**config.mk**
```make
export PLATFORM = sky130hd
export DESIGN_NAME = mem_access_unit
export DESIGN_NICKNAME = d
export VERILOG_FILES = /design/src/rtl/mem_access_unit.sv
export SDC_FILE = /design/constraint.sdc
export NUM_CORES = 1
export LEC_CHECK = 0
export CAP_MARGIN = 10
export CORE_UTILIZATION = 41
export CTS_BUF_LIST = sky130_fd_sc_hd__clkbuf_16
export DETAILED_ROUTE_END_ITERATION = 12
export HOLD_SLACK_MARGIN = 0.06
export PLACE_DENSITY = 0.9
export SLEW_MARGIN = 0
export SYNTH_ARGS = -nofsm -noshare
export SYNTH_HDL_FRONTEND = slang
export SYNTH_SLANG_ARGS = --single-unit
```
**constraint.sdc**
```tcl
create_clock -name clk -period 2.2 [get_ports clk]
set_clock_uncertainty 0.05 [all_clocks]
set_input_delay 0.22 -clock clk [delete_from_list [all_inputs] [get_ports clk]]
set_output_delay 0.22 -clock clk [all_outputs]
set_load 0.1 [all_outputs]
```
**src/rtl/mem_access_unit.sv**
```systemverilog
// MEM-stage load/store unit: one big-endian byte/half/word access at a time against a word memory.
// Optional LSU_RMW_EN enables sub-word stores via read-modify-write; otherwise they return an error.
module mem_access_unit #(
    parameter int unsigned RD_LAT = 2,
    parameter int unsigned WR_LAT = 2
) (
    input  logic        clk,
    input  logic        reset,
    input  logic        req_valid,
    output logic        req_ready,
    input  logic        req_write,
    input  logic [1:0]  req_size,
    input  logic        req_signed,
    input  logic [31:0] req_addr,
    input  logic [31:0] req_wdata,
    output logic        resp_valid,
    output logic [31:0] resp_rdata,
    output logic        resp_err,
    output logic        stall,
    output logic [31:0] mem_address,
    output logic [31:0] mem_write_data,
    output logic        memread,
    output logic        memwrite,
    input  logic [31:0] mem_read_data
);

    localparam logic [3:0] RD_CNT = 4'(RD_LAT - 1);
    localparam logic [3:0] WR_CNT = 4'(WR_LAT - 1);

`ifdef LSU_RMW_EN
    typedef enum logic [2:0] {
        S_IDLE   = 3'd0,
        S_RD     = 3'd1,
        S_WR     = 3'd2,
        S_RESP   = 3'd3,
        S_RMW_RD = 3'd4,
        S_RMW_WR = 3'd5
    } state_t;
`else
    typedef enum logic [2:0] {
        S_IDLE   = 3'd0,
        S_RD     = 3'd1,
        S_WR     = 3'd2,
        S_RESP   = 3'd3
    } state_t;
`endif

    state_t      state_q;
    logic [3:0]  cnt_q;
    logic [1:0]  off_q;
    logic [1:0]  size_q;
    logic        signed_q;
    logic [31:0] mem_address_q;
    logic [31:0] mem_write_data_q;
    logic        memread_q;
    logic        memwrite_q;
    logic        resp_valid_q;
    logic [31:0] resp_rdata_q;
    logic        resp_err_q;
`ifdef LSU_RMW_EN
    logic [31:0] wdata_q;
`endif

    logic misaligned;
    assign misaligned = (req_size == 2'd3)
                     || ((req_size == 2'd1) && req_addr[0])
                     || ((req_size == 2'd2) && (req_addr[1:0] != 2'b00));

    // Big-endian lane select: offset 0 is the most significant byte of the word.
    function automatic logic [31:0] load_extract(input logic [31:0] word, input logic [1:0] size,
                                                 input logic sgn, input logic [1:0] off);
        logic [7:0]  b;
        logic [15:0] h;
        logic [31:0] r;
        case (off)
            2'd0:    b = word[31:24];
            2'd1:    b = word[23:16];
            2'd2:    b = word[15:8];
            default: b = word[7:0];
        endcase
        h = off[1] ? word[15:0] : word[31:16];
        case (size)
            2'd0:    r = {{24{sgn & b[7]}}, b};
            2'd1:    r = {{16{sgn & h[15]}}, h};
            default: r = word;
        endcase
        return r;
    endfunction

`ifdef LSU_RMW_EN
    function automatic logic [31:0] store_merge(input logic [31:0] word, input logic [31:0] wd,
                                                input logic [1:0] size, input logic [1:0] off);
        logic [31:0] r;
        if (size == 2'd0) begin
            case (off)
                2'd0:    r = {wd[7:0], word[23:0]};
                2'd1:    r = {word[31:24], wd[7:0], word[15:0]};
                2'd2:    r = {word[31:16], wd[7:0], word[7:0]};
                default: r = {word[31:8], wd[7:0]};
            endcase
        end else if (size == 2'd1) begin
            r = off[1] ? {word[31:16], wd[15:0]} : {wd[15:0], word[15:0]};
        end else begin
            r = wd;
        end
        return r;
    endfunction
`endif

    always_ff @(posedge clk) begin
        if (reset) begin
            state_q          <= S_IDLE;
            cnt_q            <= 4'd0;
            off_q            <= 2'd0;
            size_q           <= 2'd0;
            signed_q         <= 1'b0;
            mem_address_q    <= 32'd0;
            mem_write_data_q <= 32'd0;
            memread_q        <= 1'b0;
            memwrite_q       <= 1'b0;
            resp_valid_q     <= 1'b0;
            resp_rdata_q     <= 32'd0;
            resp_err_q       <= 1'b0;
`ifdef LSU_RMW_EN
            wdata_q          <= 32'd0;
`endif
        end else begin
            resp_valid_q <= 1'b0;
            resp_rdata_q <= 32'd0;
            resp_err_q   <= 1'b0;
            case (state_q)
                S_IDLE: begin
                    if (req_valid) begin
                        off_q         <= req_addr[1:0];
                        size_q        <= req_size;
                        signed_q      <= req_signed;
                        mem_address_q <= {req_addr[31:2], 2'b00};
`ifdef LSU_RMW_EN
                        wdata_q       <= req_wdata;
`endif
                        if (misaligned) begin
                            state_q      <= S_RESP;
                            resp_valid_q <= 1'b1;
                            resp_err_q   <= 1'b1;
                        end else if (!req_write) begin
                            state_q   <= S_RD;
                            memread_q <= 1'b1;
                            cnt_q     <= RD_CNT;
                        end else if (req_size == 2'd2) begin
                            state_q          <= S_WR;
                            memwrite_q       <= 1'b1;
                            mem_write_data_q <= req_wdata;
                            cnt_q            <= WR_CNT;
                        end else begin
`ifdef LSU_RMW_EN
                            state_q   <= S_RMW_RD;
                            memread_q <= 1'b1;
                            cnt_q     <= RD_CNT;
`else
                            state_q      <= S_RESP;
                            resp_valid_q <= 1'b1;
                            resp_err_q   <= 1'b1;
`endif
                        end
                    end
                end
                S_RD: begin
                    if (cnt_q == 4'd0) begin
                        state_q      <= S_RESP;
                        memread_q    <= 1'b0;
                        resp_valid_q <= 1'b1;
                        resp_rdata_q <= load_extract(mem_read_data, size_q, signed_q, off_q);
                    end else begin
                        cnt_q <= cnt_q - 4'd1;
                    end
                end
                S_WR: begin
                    if (cnt_q == 4'd0) begin
                        state_q      <= S_RESP;
                        memwrite_q   <= 1'b0;
                        resp_valid_q <= 1'b1;
                    end else begin
                        cnt_q <= cnt_q - 4'd1;
                    end
                end
`ifdef LSU_RMW_EN
                S_RMW_RD: begin
                    if (cnt_q == 4'd0) begin
                        state_q          <= S_RMW_WR;
                        memread_q        <= 1'b0;
                        memwrite_q       <= 1'b1;
                        mem_write_data_q <= store_merge(mem_read_data, wdata_q, size_q, off_q);
                        cnt_q            <= WR_CNT;
                    end else begin
                        cnt_q <= cnt_q - 4'd1;
                    end
                end
                S_RMW_WR: begin
                    if (cnt_q == 4'd0) begin
                        state_q      <= S_RESP;
                        memwrite_q   <= 1'b0;
                        resp_valid_q <= 1'b1;
                    end else begin
                        cnt_q <= cnt_q - 4'd1;
                    end
                end
`endif
                S_RESP: begin
                    state_q <= S_IDLE;
                end
                default: begin
                    state_q    <= S_IDLE;
                    memread_q  <= 1'b0;
                    memwrite_q <= 1'b0;
                end
            endcase
        end
    end

    // Ready is gated by reset so upstream never sees the unit as available while it is held.
    assign req_ready      = (state_q == S_IDLE) && !reset;
    assign stall          = ~req_ready;
    assign resp_valid     = resp_valid_q;
    assign resp_rdata     = resp_rdata_q;
    assign resp_err       = resp_err_q;
    assign mem_address    = mem_address_q;
    assign mem_write_data = mem_write_data_q;
    assign memread        = memread_q;
    assign memwrite       = memwrite_q;

endmodule

```
# ---- Word level (Yosys, flattened, before mapping)
# Index checks and enable logic that the tools add are counted.
dict set report totals {
  reg_bits 110
  output_inout_bits 102
}
dict set report classes {
  addsub 1
  n_eq_ne 19
  n_mux 34
  bitwise 9
  n_reduce_logical 23
}
# op count
set op_table {}
lappend op_table {{$pmux 32 s2} 1}
lappend op_table {{$mux 8} 3}
lappend op_table {{$pmux 8 s3} 1}
lappend op_table {{$mux 4} 5}
lappend op_table {{$mux 16} 1}
lappend op_table {{$ne 2x2->1 const B} 8}
lappend op_table {{$reduce_and 5->1} 3}
lappend op_table {{$mux 1} 14}
lappend op_table {{$pmux 4 s2} 1}
lappend op_table {{$reduce_or 2->1} 4}
lappend op_table {{$not 1->1} 7}
lappend op_table {{$eq 2x1->1 const B} 3}
lappend op_table {{$eq 2x2->1 const B} 3}
lappend op_table {{$eq 3x2->1 const B} 2}
lappend op_table {{$mux 3} 2}
lappend op_table {{$pmux 1 s3} 2}
lappend op_table {{$pmux 3 s2} 1}
lappend op_table {{$reduce_and 6->1} 1}
lappend op_table {{$logic_not 2->1} 2}
lappend op_table {{$logic_not 4->1} 1}
lappend op_table {{$mux 2} 2}
lappend op_table {{$reduce_and 2->1} 2}
lappend op_table {{$reduce_bool 2->1} 2}
lappend op_table {{$sub 4x1->4 const B} 1}
lappend op_table {{10 further kinds} 14}

# ---- Logic depth before layout (Yosys ltp)
# Gate-level depths: netlist of run 1.
dict set report logic_depth {
  word_depth 7
  ltp_mapped 9
  depth_no_buf 6
}

# ---- Worst setup path before layout of run 1
# OpenSTA, ideal clock, no wires.
dict set report synth_path {
  path_kind {register to output}
  start {reg state_q[0]}
  end {out req_ready}
  arrival_time_ns 2.163
  required_ns 1.930
  slack_ns -0.233
  stages_incl_launch_ff 6
  cell_sequence {dfxtp_1 inv_1 ha_1 buf_2 nand2_1 inv_1}
}
dict set report synth_between {
  elab_chain_cells 2
}
# item line_no
set synth_rtl {}
lappend synth_rtl {{start: declaration} 48} ;# state_t state_q;
lappend synth_rtl {{start signal: assignment} 112} ;# state_q <= S_IDLE;
lappend synth_rtl {{start signal: assignment} 142} ;# state_q <= S_RESP;
lappend synth_rtl {{start signal: assignment} 146} ;# state_q <= S_RD;
lappend synth_rtl {{$logic_not 3->1} 221} ;# assign req_ready = (state_q == S_IDLE) && !reset;
lappend synth_rtl {{$logic_and 1x1->1} 221}
lappend synth_rtl {{end: declaration} 10} ;# output logic req_ready,
# Every way passes these cells.

# ---- Worst setup path in the final report of run 1
dict set report layout_path {
  start {reg cnt_q[0]}
  end {reg resp_rdata_q[7], in the netlist resp_rdata[7]}
}
dict set report layout_between {
  elab_chain_cells 3
}
# item line_no
set layout_rtl {}
lappend layout_rtl {{start: declaration} 49} ;# logic [3:0] cnt_q;
lappend layout_rtl {{start signal: assignment} 174} ;# cnt_q <= cnt_q - 4'd1;
lappend layout_rtl {{start signal: assignment} 183} ;# cnt_q <= cnt_q - 4'd1;
lappend layout_rtl {{$logic_not 4->1} 168} ;# if (cnt_q == 4'd0) begin
lappend layout_rtl {{$not 1->1 (no source line)} --}
lappend layout_rtl {{$reduce_or 3->1 (no source line)} --}
lappend layout_rtl {{end signal: assignment} 172} ;# resp_rdata_q <= load_extract(mem_read_data, size_q, signed_q, off_q);
lappend layout_rtl {{end: declaration} 58} ;# logic [31:0] resp_rdata_q;
# Every way passes these cells.
# A chain may end at the register's enable or synchronous reset.

==> results of run 1 <==
[worst reg2reg max path, cell delays in order, from the launching register on]
cell	delay (ps)
dfxtp_1	350
inv_1	70
ha_1	200
or3b_4	420
or3b_1	420
buf_12	190
nor4_2	270
[final cells by class]
cell class	instances	area [µm²]	share of cell area (%)
timing repair buffer	217	1940	29.5
inverter	8	33.8	0.514
clock buffer	9	225	3.42
tap	136	170	2.59
sequential	109	2180	33.2
clock inverter	7	42.5	0.647
multi-input combinational	362	1980	30.1
[per-layer routing]
metal | track usage [%] | vias to the layer above | share of wire [%]
met1 | 24.7 | 2044 | 39
met5 | 0 | - | 0
met3 | 6.93 | 28 | 7.7
li1 | - | 2133 | -
met4 | 9.76 | 0 | 2.6
met2 | 41.2 | 190 | 51
[kinds of logic after synthesis]
| family | after synthesis | synth area share, % |
|---|---|---|
| adders and majority gates | 6 | 1.72 |
| muxes | 17 | 4.57 |
| other | 1 | 0.0857 |
| AOI/OAI and AO/OA | 123 | 16.7 |
| and+or+nand+nor | 214 | 22.0 |
| buffers and inverters | 51 | 5.03 |
| DFF | 109 | 49.9 |
[layout by cell type (no fill, tap or decap), types with 4 or more instances in the layout]
| cell type | count |
|---|---|
| a211oi_1 | 9 |
| buf_12 | 5 |
| a21oi_1 | 91 |
| a222oi_1 | 7 |
| nand2_1 | 154 |
| nor3_1 | 4 |
| nor2b_1 | 7 |
| inv_1 | 8 |
| nor2_1 | 17 |
| clkdlybuf4s50_1 | 101 |
| clkbuf_16 | 9 |
| buf_4 | 110 |
| ha_1 | 6 |
| nor3_2 | 6 |
| mux2_2 | 14 |
| dfxtp_1 | 109 |
[final timing paths]
check                       end  slack, ps
min reg2reg  mem_write_data[11]        410
max reg2reg       resp_rdata[7]        150
max               resp_rdata[7]        150
min                     memread        170
[flip-flops by register name, summed over array words and instances (netlist names)]
signal / cells
signed_q: 1
size_q: 2
mem_address: 30
state_q: 2
memread: 1
cnt_q: 4
resp_rdata: 32
resp_valid: 1
mem_write_data: 32
resp_err: 1
off_q: 2
memwrite: 1
[power breakdown]
part / internal (mW) / switching, mW
combinational: 0.963 / 2.13
clock: 0.763 / 0.709
sequential: 2.19 / 0.155
[through the flow]
stage / hold slack [ps] / cell area (µm²) / cells / setup slack [ps] / power, mW
global placement: 393 / 6310 / 832 / 175 / 5.38
CTS: 165 / 6580 / 848 / 170 / 6.93
detailed placement: 399 / 6310 / 832 / 108 / 5.46
global route: 198 / 6580 / 848 / 72.5 / 7.24
finish: 166 / 6580 / 848 / 150 / 6.90
floorplan: 306 / 4390 / 522 / 117 / 4.64
==> results.sh, run 1 <==
export IMPL_grt_usage_pct=22.9
export IMPL_drc=0
export IMPL_start_kind="flop"
export IMPL_utilization_pct=63.7
export IMPL_arrival_ps=2260
export IMPL_avgSynthCellArea_um2=8.40
export IMPL_synth_area_leaders="dfxtp_1 (50%), nand2_1 (13%), a21oi_1 (10%)"
export IMPL_finalSetupViolCount=0
export IMPL_die_w_um=105
export IMPL_coreArea_um2=10300
export IMPL_avgViaCountPerCell=5.18
export IMPL_clockBufferDepth=2
export IMPL_io_pins=205
export IMPL_grt_antenna_before_repair=0
export IMPL_netlist_area_leader_share_pct=49.9
export IMPL_min_from="reset"
export IMPL_crit_buf_inv=2
export IMPL_fmax_ghz=0.488
export IMPL_cts_hold_buf=0
export IMPL_holdPathStages=3
export IMPL_cts_sinks=109
export IMPL_drive_gt1_share_pct=22.1
export IMPL_vias=4395
export IMPL_synth_common_cells="nand2_1 (155), dfxtp_1 (109), a21oi_1 (91)"
export IMPL_grt_pass1_wl_um=20200
export IMPL_p_leak_nw=2.61
export IMPL_endpoint_kind="flop"
export IMPL_grt_pass1_vias=4326
export IMPL_dp_hpwl_um=9440
export IMPL_overflow=0
export IMPL_cp_required_ps=2400
export IMPL_synthMostInstantiatedCell="nand2_1"
export IMPL_cts_root_buf="clkbuf_16"
export IMPL_power_density_nw_per_um2=1050
export IMPL_grt_max_degree=79
export IMPL_htreeDepth=3
export IMPL_period_minus_slack_ps=2050
export IMPL_status="finished, final reports clean"
export IMPL_path_clk_slew_ps=70
export IMPL_r2r_start="cnt_q[0]"
export IMPL_post_cts_buffers=0
export IMPL_period_share_pct=93.2
export IMPL_fin_nets=816
export IMPL_async_reset_ff_share_pct=0
export IMPL_setup_tns_ps=0
export IMPL_path_cells="inv_1, ha_1, or3b_4, or3b_1, buf_12, nor4_2"
export IMPL_max_stage_delay_ps=420
export IMPL_start_util_pct=42.4
export IMPL_rsz0062_at_grt="false"
export IMPL_syn_area_um2=4380
export IMPL_dieArea_um2=11100
export IMPL_slowest_stage="or3b_4"
export IMPL_syn_inst=521
export IMPL_synth_top_cell_by_area="dfxtp_1"
export IMPL_synth_seq_cells=109
export IMPL_hold_violations=0
export IMPL_cap_violations=0
export IMPL_synth_edf_count=0
export IMPL_wirelength_um=12700
export IMPL_min_path_type="primary input to flop"
export IMPL_cp_startpoint="cnt_q[0]"
export IMPL_synthFlopType="dfxtp_1"
export IMPL_fillerInstances=842
export IMPL_cts_resized_gates=0
export IMPL_crit_cells=6
export IMPL_ir_worst_vdd_uv=719
export IMPL_die_height_um=105
export IMPL_numCtsBuffers=9
export IMPL_row_count=37
export IMPL_drtIter0Drc=251
export IMPL_ys_types=53
export IMPL_diodes=0
export IMPL_wl_per_cell_um=15.0
export IMPL_path_delay_family="simple AND/OR/NAND/NOR gates"
export IMPL_r2r_cells=6
export IMPL_ant_nets=0
export IMPL_cts_tree="built"
export IMPL_ys_seq_area_share_pct=49.9
export IMPL_maxSlewHeadroom_pct=47.6
export IMPL_drtPass1Iterations=5
export IMPL_tightest_slew_ps=786
export IMPL_numPortBuffers=202
export IMPL_cp_max_fo=32
export IMPL_gp_congestion=0.807
export IMPL_area_growth_pct=50.3
export IMPL_ys_warn_count=0
export IMPL_slew_viol_final=0
export IMPL_clock_latency_ps=340
export IMPL_worstSetupPathType="flop to flop"
Power figures use the tool's default switching activity.
==> inputs of run 2 (changes only) <==
--- a/config.mk
+++ b/config.mk
@@ -5,8 +5,9 @@
 export SDC_FILE = /design/constraint.sdc
 export NUM_CORES = 1
 export LEC_CHECK = 0
+export ABC_AREA = 1
 export CAP_MARGIN = 10
-export CORE_UTILIZATION = 41
+export CORE_UTILIZATION = 42
 export CTS_BUF_LIST = sky130_fd_sc_hd__clkbuf_16
 export DETAILED_ROUTE_END_ITERATION = 12
 export HOLD_SLACK_MARGIN = 0.06
==> constraint.sdc (replaced) <==
create_clock -name clk -period 2.03 [get_ports clk]
set_clock_uncertainty 0.05 [all_clocks]
set_input_delay 0.203 -clock clk [delete_from_list [all_inputs] [get_ports clk]]
set_output_delay 0.203 -clock clk [all_outputs]
set_load 0.1 [all_outputs]
==> run 2 against run 1 <==
Cell count grew 14%. Total power grew 28%. Global-route usage shrank 0.59 points. Utilization grew 1.4 points. Routed wire length shrank 0.54%. Via count grew 8.3%. Die area grew 3.1%. Combinational power grew 42%. Area after synthesis grew 5.7%. Synthesized cell count grew 22%. Cell area grew 4.0%.
==> results.sh, run 2 <==
export IMPL_status="finished, final reports clean"
export IMPL_wl_per_cell_um=13.0
export IMPL_mostFrequentLayoutCells="nor2_1 (136), nand2_1 (110), dfxtp_1 (108), buf_4 (108), clkdlybuf4s50_1 (102)"
export IMPL_synth_top_cell_by_area="dfxtp_1"
export IMPL_seqCellArea_um2=2180
export IMPL_start_kind="flop"
export IMPL_rsz0062_at_grt="false"
export IMPL_die_w_um=107
export IMPL_htreeDepth=3
export IMPL_ys_types=31
export IMPL_syn_inst=634
export IMPL_synth_seq_cells=109
export IMPL_cap_violations=0
export IMPL_cts_tree="built"
export IMPL_die_height_um=107
export IMPL_start_util_pct=44.0
export IMPL_final_common_cell="nor2_1"
export IMPL_period_minus_slack_ps=1900
export IMPL_reg2reg_slack_ps=270
export IMPL_reg2reg_to="mem_address[3]"
export IMPL_grt_usage_pct=22.3
export IMPL_numCtsBuffers=9
export IMPL_syn_area_um2=4620
export IMPL_numPortBuffers=202
export IMPL_io_pins=205
export IMPL_arrival_ps=1640
export IMPL_path_clk_slew_ps=80
export IMPL_dieArea_um2=11400
export IMPL_r2r_start="state_q[1]"
export IMPL_synth_edf_count=0
export IMPL_drtIter0Drc=189
export IMPL_ant_nets=0
export IMPL_grt_max_degree=60
export IMPL_grt_pass1_vias=4419
export IMPL_async_reset_ff_share_pct=0
export IMPL_min_path_type="primary input to flop"
export IMPL_hold_violations=0
export IMPL_area_growth_pct=47.9
export IMPL_cp_required_ps=1780
export IMPL_cts_root_buf="clkbuf_16"
export IMPL_clock_latency_ps=340
export IMPL_post_cts_buffers=0
export IMPL_fillerInstances=883
export IMPL_dp_hpwl_um=9480
export IMPL_drive_gt1_share_pct=17.9
export IMPL_fmax_ghz=0.527
export IMPL_cts_hold_buf=0
export IMPL_wirelength_um=12600
export IMPL_coreArea_um2=10500
export IMPL_slew_viol_final=0
export IMPL_cts_sinks=109
export IMPL_clockBufferDepth=2
export IMPL_holdPathStages=3
export IMPL_maxSlewHeadroom_pct=66.1
export IMPL_grt_pass1_wl_um=20500
export IMPL_overflow=0
export IMPL_holdPathEnd="mem_write_data[6]"
export IMPL_ys_seq_area_share_pct=47.2
export IMPL_p_leak_nw=3.36
export IMPL_power_density_nw_per_um2=1290
export IMPL_gp_congestion=0.873
export IMPL_cp_max_fo=9
export IMPL_avgViaCountPerCell=4.92
export IMPL_finalSetupViolCount=0
export IMPL_utilization_pct=65.1
export IMPL_ir_worst_vdd_uv=628
export IMPL_netlist_area_leader_share_pct=47.2
export IMPL_synth_common_cells="nor2_1 (137), nand2_1 (110), dfxtp_1 (109)"
export IMPL_tightest_slew_ps=506
export IMPL_r2r_cells=8
export IMPL_synthMostInstantiatedCell="nor2_1"
export IMPL_avgSynthCellArea_um2=7.29
export IMPL_vias=4758
export IMPL_cts_resized_gates=0
export IMPL_drtPass1Iterations=5
export IMPL_row_count=37
export IMPL_worstSetupPathType="flop to output pin"
export IMPL_grt_antenna_before_repair=1
export IMPL_drc=0
export IMPL_min_from="req_wdata[6]"
export IMPL_synth_area_leaders="dfxtp_1 (47%), nor2_1 (11%), nand2_1 (8.9%)"
export IMPL_holdWs_ps=394
export IMPL_fin_nets=935
export IMPL_multi_input_area_um2=1970
export IMPL_ys_warn_count=0
export IMPL_setup_tns_ps=0
export IMPL_period_share_pct=93.4
export IMPL_endpoint_kind="output pin"
export IMPL_synthFlopType="dfxtp_1"
[run 2: cell types whose count changed after synthesis, sizes merged, moves of 12 or more]
cell	previous run	this run
nor2	17	138
nand3	3	37
nand2	155	112
o21ai	2	72
a21oi	91	21
mux2	14	0
inv	8	69
clkbuf	24	12
[run 2: logic make-up (layout without fill, tap and decap cells)]
group / count (synthesis) / count (layout) / share of synthesized area, %
compound gates: 118 / 118 / 14.4
buf+inv: 105 / 301 / 10.4
simple gates: 295 / 295 / 26.3
other cells: 1 / 3 / 0.0811
fa+ha+maj: 6 / 6 / 1.62
flops: 109 / 109 / 47.2
[run 2: layout make-up]
| cell class | instances | share of cell area (%) |
|---|---|---|
| clock buffer | 9 | 3.29 |
| timing repair buffer | 216 | 28.4 |
| tap | 136 | 2.49 |
| sequential | 109 | 31.9 |
| inverter | 69 | 3.82 |
| multi-input combinational | 421 | 28.8 |
| clock inverter | 7 | 1.21 |
| antenna | 1 | 0.0366 |
[run 2: worst max-delay path, stage by stage, from the launching register on]
cell and delay, ps:
dfxtp_1 400, inv_1 90, ha_1 200, buf_4 170, inv_1 110, nor2_4 60
inv_1 100, buf_12 180
[run 2: how the worst max path moves through the flow]
stage	cells past startpoint	slack (ps)	endpoint	startpoint
6_report	7	130	stall	state_q[1]
5_1_grt	7	5	stall	state_q[1]
4_1_cts	7	90	stall	state_q[0]
3_5_place_dp	7	130	mem_write_data[26]	req_size[1]
3_3_place_gp	7	160	mem_write_data[26]	req_size[1]
2_1_floorplan	6	-50	stall	state_q[0]
[run 2: power by group]
group	total, mW	internal, mW	switching (mW)
sequential	2.65	2.46	0.184
combinational	4.40	1.18	3.22
clock	1.80	0.980	0.820
[run 2: layer usage]
metal / vias up / GRT usage, % / share of wire [%]
met4: 0 / 9.10 / 3.3
met2: 245 / 37.5 / 46
met5: - / 0 / 0
li1: 2393 / - / -
met3: 36 / 6.38 / 9.6
met1: 2084 / 26.6 / 41
[run 2: per-stage QoR]
stage | worst slack (ps) | cell area [µm²] | power [mW] | cells
after floorplan | -45.5 | 4640 | 6.05 | 635
after global placement | 160 | 6530 | 7.04 | 951
after detailed placement | 134 | 6530 | 7.09 | 951
after CTS | 92.9 | 6830 | 8.90 | 967
after global routing | 5.17 | 6840 | 9.32 | 967
final | 133 | 6840 | 8.85 | 968
==> inputs of run 3 (changes only) <==
==> constraint.sdc (replaced) <==
create_clock -name clk -period 2.03 [get_ports clk]
set_clock_uncertainty 0.05 [all_clocks]
set_input_delay 0.406 -clock clk [delete_from_list [all_inputs] [get_ports clk]]
set_output_delay 0.406 -clock clk [all_outputs]
set_load 0.1 [all_outputs]
==> run 3 against run 2 <==
Worst setup slack worse by 24 ps. Critical path depth fell by 1. Non-clock buffer count increased by 4. Global-route usage grew 0.83 points. Utilization is 0.58 points higher. Largest power group unchanged. Die area stayed put. Critical path type unchanged. Routed wire length rose by 2.4%.
==> results.sh, run 3 (synthesis gave the netlist of run 2 again) <==
export IMPL_setup_tns_ps=0
export IMPL_utilization_pct=65.7
export IMPL_cts_tree="built"
export IMPL_placed_cell_area_um2=6570
export IMPL_drive_gt1_share_pct=18.7
export IMPL_wirelength_um=12900
export IMPL_dieArea_um2=11400
export IMPL_endpoint_kind="output pin"
export IMPL_fillerInstances=861
export IMPL_min_path_type="flop to flop"
export IMPL_power_density_nw_per_um2=1300
export IMPL_arrival_ps=1460
export IMPL_drtIter0Drc=176
export IMPL_mostFrequentLayoutCells="nor2_1 (136), buf_4 (111), nand2_1 (110), dfxtp_1 (107), clkdlybuf4s50_1 (102)"
export IMPL_grt_pass1_vias=4420
export IMPL_wl_per_cell_um=13.3
export IMPL_die_height_um=107
export IMPL_area_growth_pct=49.2
export IMPL_final_common_cell="nor2_1"
export IMPL_cts_sinks=109
export IMPL_p_total_mw=8.94
export IMPL_cts_root_buf="clkbuf_16"
export IMPL_drc=0
export IMPL_fmax_ghz=0.521
export IMPL_drtPass1Iterations=5
export IMPL_ant_nets=0
export IMPL_coreArea_um2=10500
export IMPL_finalSetupViolCount=0
export IMPL_grt_usage_pct=23.1
export IMPL_p_leak_nw=3.39
export IMPL_avgViaCountPerCell=4.81
export IMPL_vias=4673
export IMPL_start_util_pct=44.0
export IMPL_fin_area_um2=6900
export IMPL_fin_nets=939
export IMPL_path_clk_slew_ps=70
export IMPL_htreeDepth=3
export IMPL_slew_viol_final=0
export IMPL_grt_antenna_before_repair=0
export IMPL_maxSlewHeadroom_pct=66.0
export IMPL_row_count=37
export IMPL_status="finished, final reports clean"
export IMPL_dp_hpwl_um=9690
export IMPL_period_minus_slack_ps=1920
export IMPL_worstSetupPathType="flop to output pin"
export IMPL_cp_max_fo=5
export IMPL_clockBufferDepth=2
export IMPL_grt_pass1_wl_um=20900
export IMPL_cap_violations=0
export IMPL_rsz0062_at_grt="false"
export IMPL_start_kind="flop"
export IMPL_grt_max_degree=42
export IMPL_gp_congestion=0.882
export IMPL_numPortBuffers=202
export IMPL_diodes=0
export IMPL_clock_latency_ps=340
export IMPL_ir_worst_vdd_uv=920
export IMPL_overflow=0
export IMPL_period_share_pct=94.6
export IMPL_io_pins=205
export IMPL_cts_hold_buf=0
export IMPL_die_w_um=107
export IMPL_tightest_slew_ps=507
export IMPL_hold_violations=0
export IMPL_numCtsBuffers=9
export IMPL_cp_required_ps=1570
run 3: timing repair:
item	CTS	global route
gates resized for setup	2	2
endpoints found under the setup margin	2	1
pin swaps	0	1
buffers inserted	0	1
run 3: metrics by stage:
stage | std cells | hold slack, ps | setup slack (ps)
2_1_floorplan | 635 | 404 | -248
3_3_place_gp | 954 | 390 | 84.7
3_5_place_dp | 954 | 416 | 50.4
4_1_cts | 970 | 418 | 27.4
5_1_grt | 971 | 445 | 48.2
6_report | 971 | 413 | 109
run 3: final timing paths:
kind	depth (start not counted)	endpoint	from	slack [ps]
setup / recovery	6	stall	state_q[1]	110
hold / removal	2	memread	memread	410
setup reg to reg	9	mem_address[3]	state_q[1]	210
hold reg to reg	2	memread	memread	410
run 3: routing by layer:
metal / GRT usage, % / up-vias / routed length (µm)
met4: 6.95 / 0 / 231
met1: 27.1 / 2037 / 5430
met5: 0 / - / 0
li1: - / 2396 / -
met3: 6.38 / 16 / 1110
met2: 40.8 / 224 / 6160
run 3: critical path: stages (launching register included):
cell,delay [ps]
dfxtp_2,350
inv_1,130
ha_4,170
inv_1,80
nor2_4,140
inv_1,90
buf_12,170
run 3: power breakdown:
part / switching [mW] / internal, mW
Sequential: 0.181 / 2.47
Combinational: 3.26 / 1.23
Clock: 0.827 / 0.978
run 3: area by class of cell:
cell class | count | area (µm²) | area share [%]
clock buffers | 9 | 225 | 3.26
clock inverters | 7 | 81.3 | 1.18
inverters | 69 | 262 | 3.79
multi-input cells | 421 | 1980 | 28.8
flip-flops and latches | 109 | 2180 | 31.7
well taps | 136 | 170 | 2.47
repair buffers | 220 | 1990 | 28.9
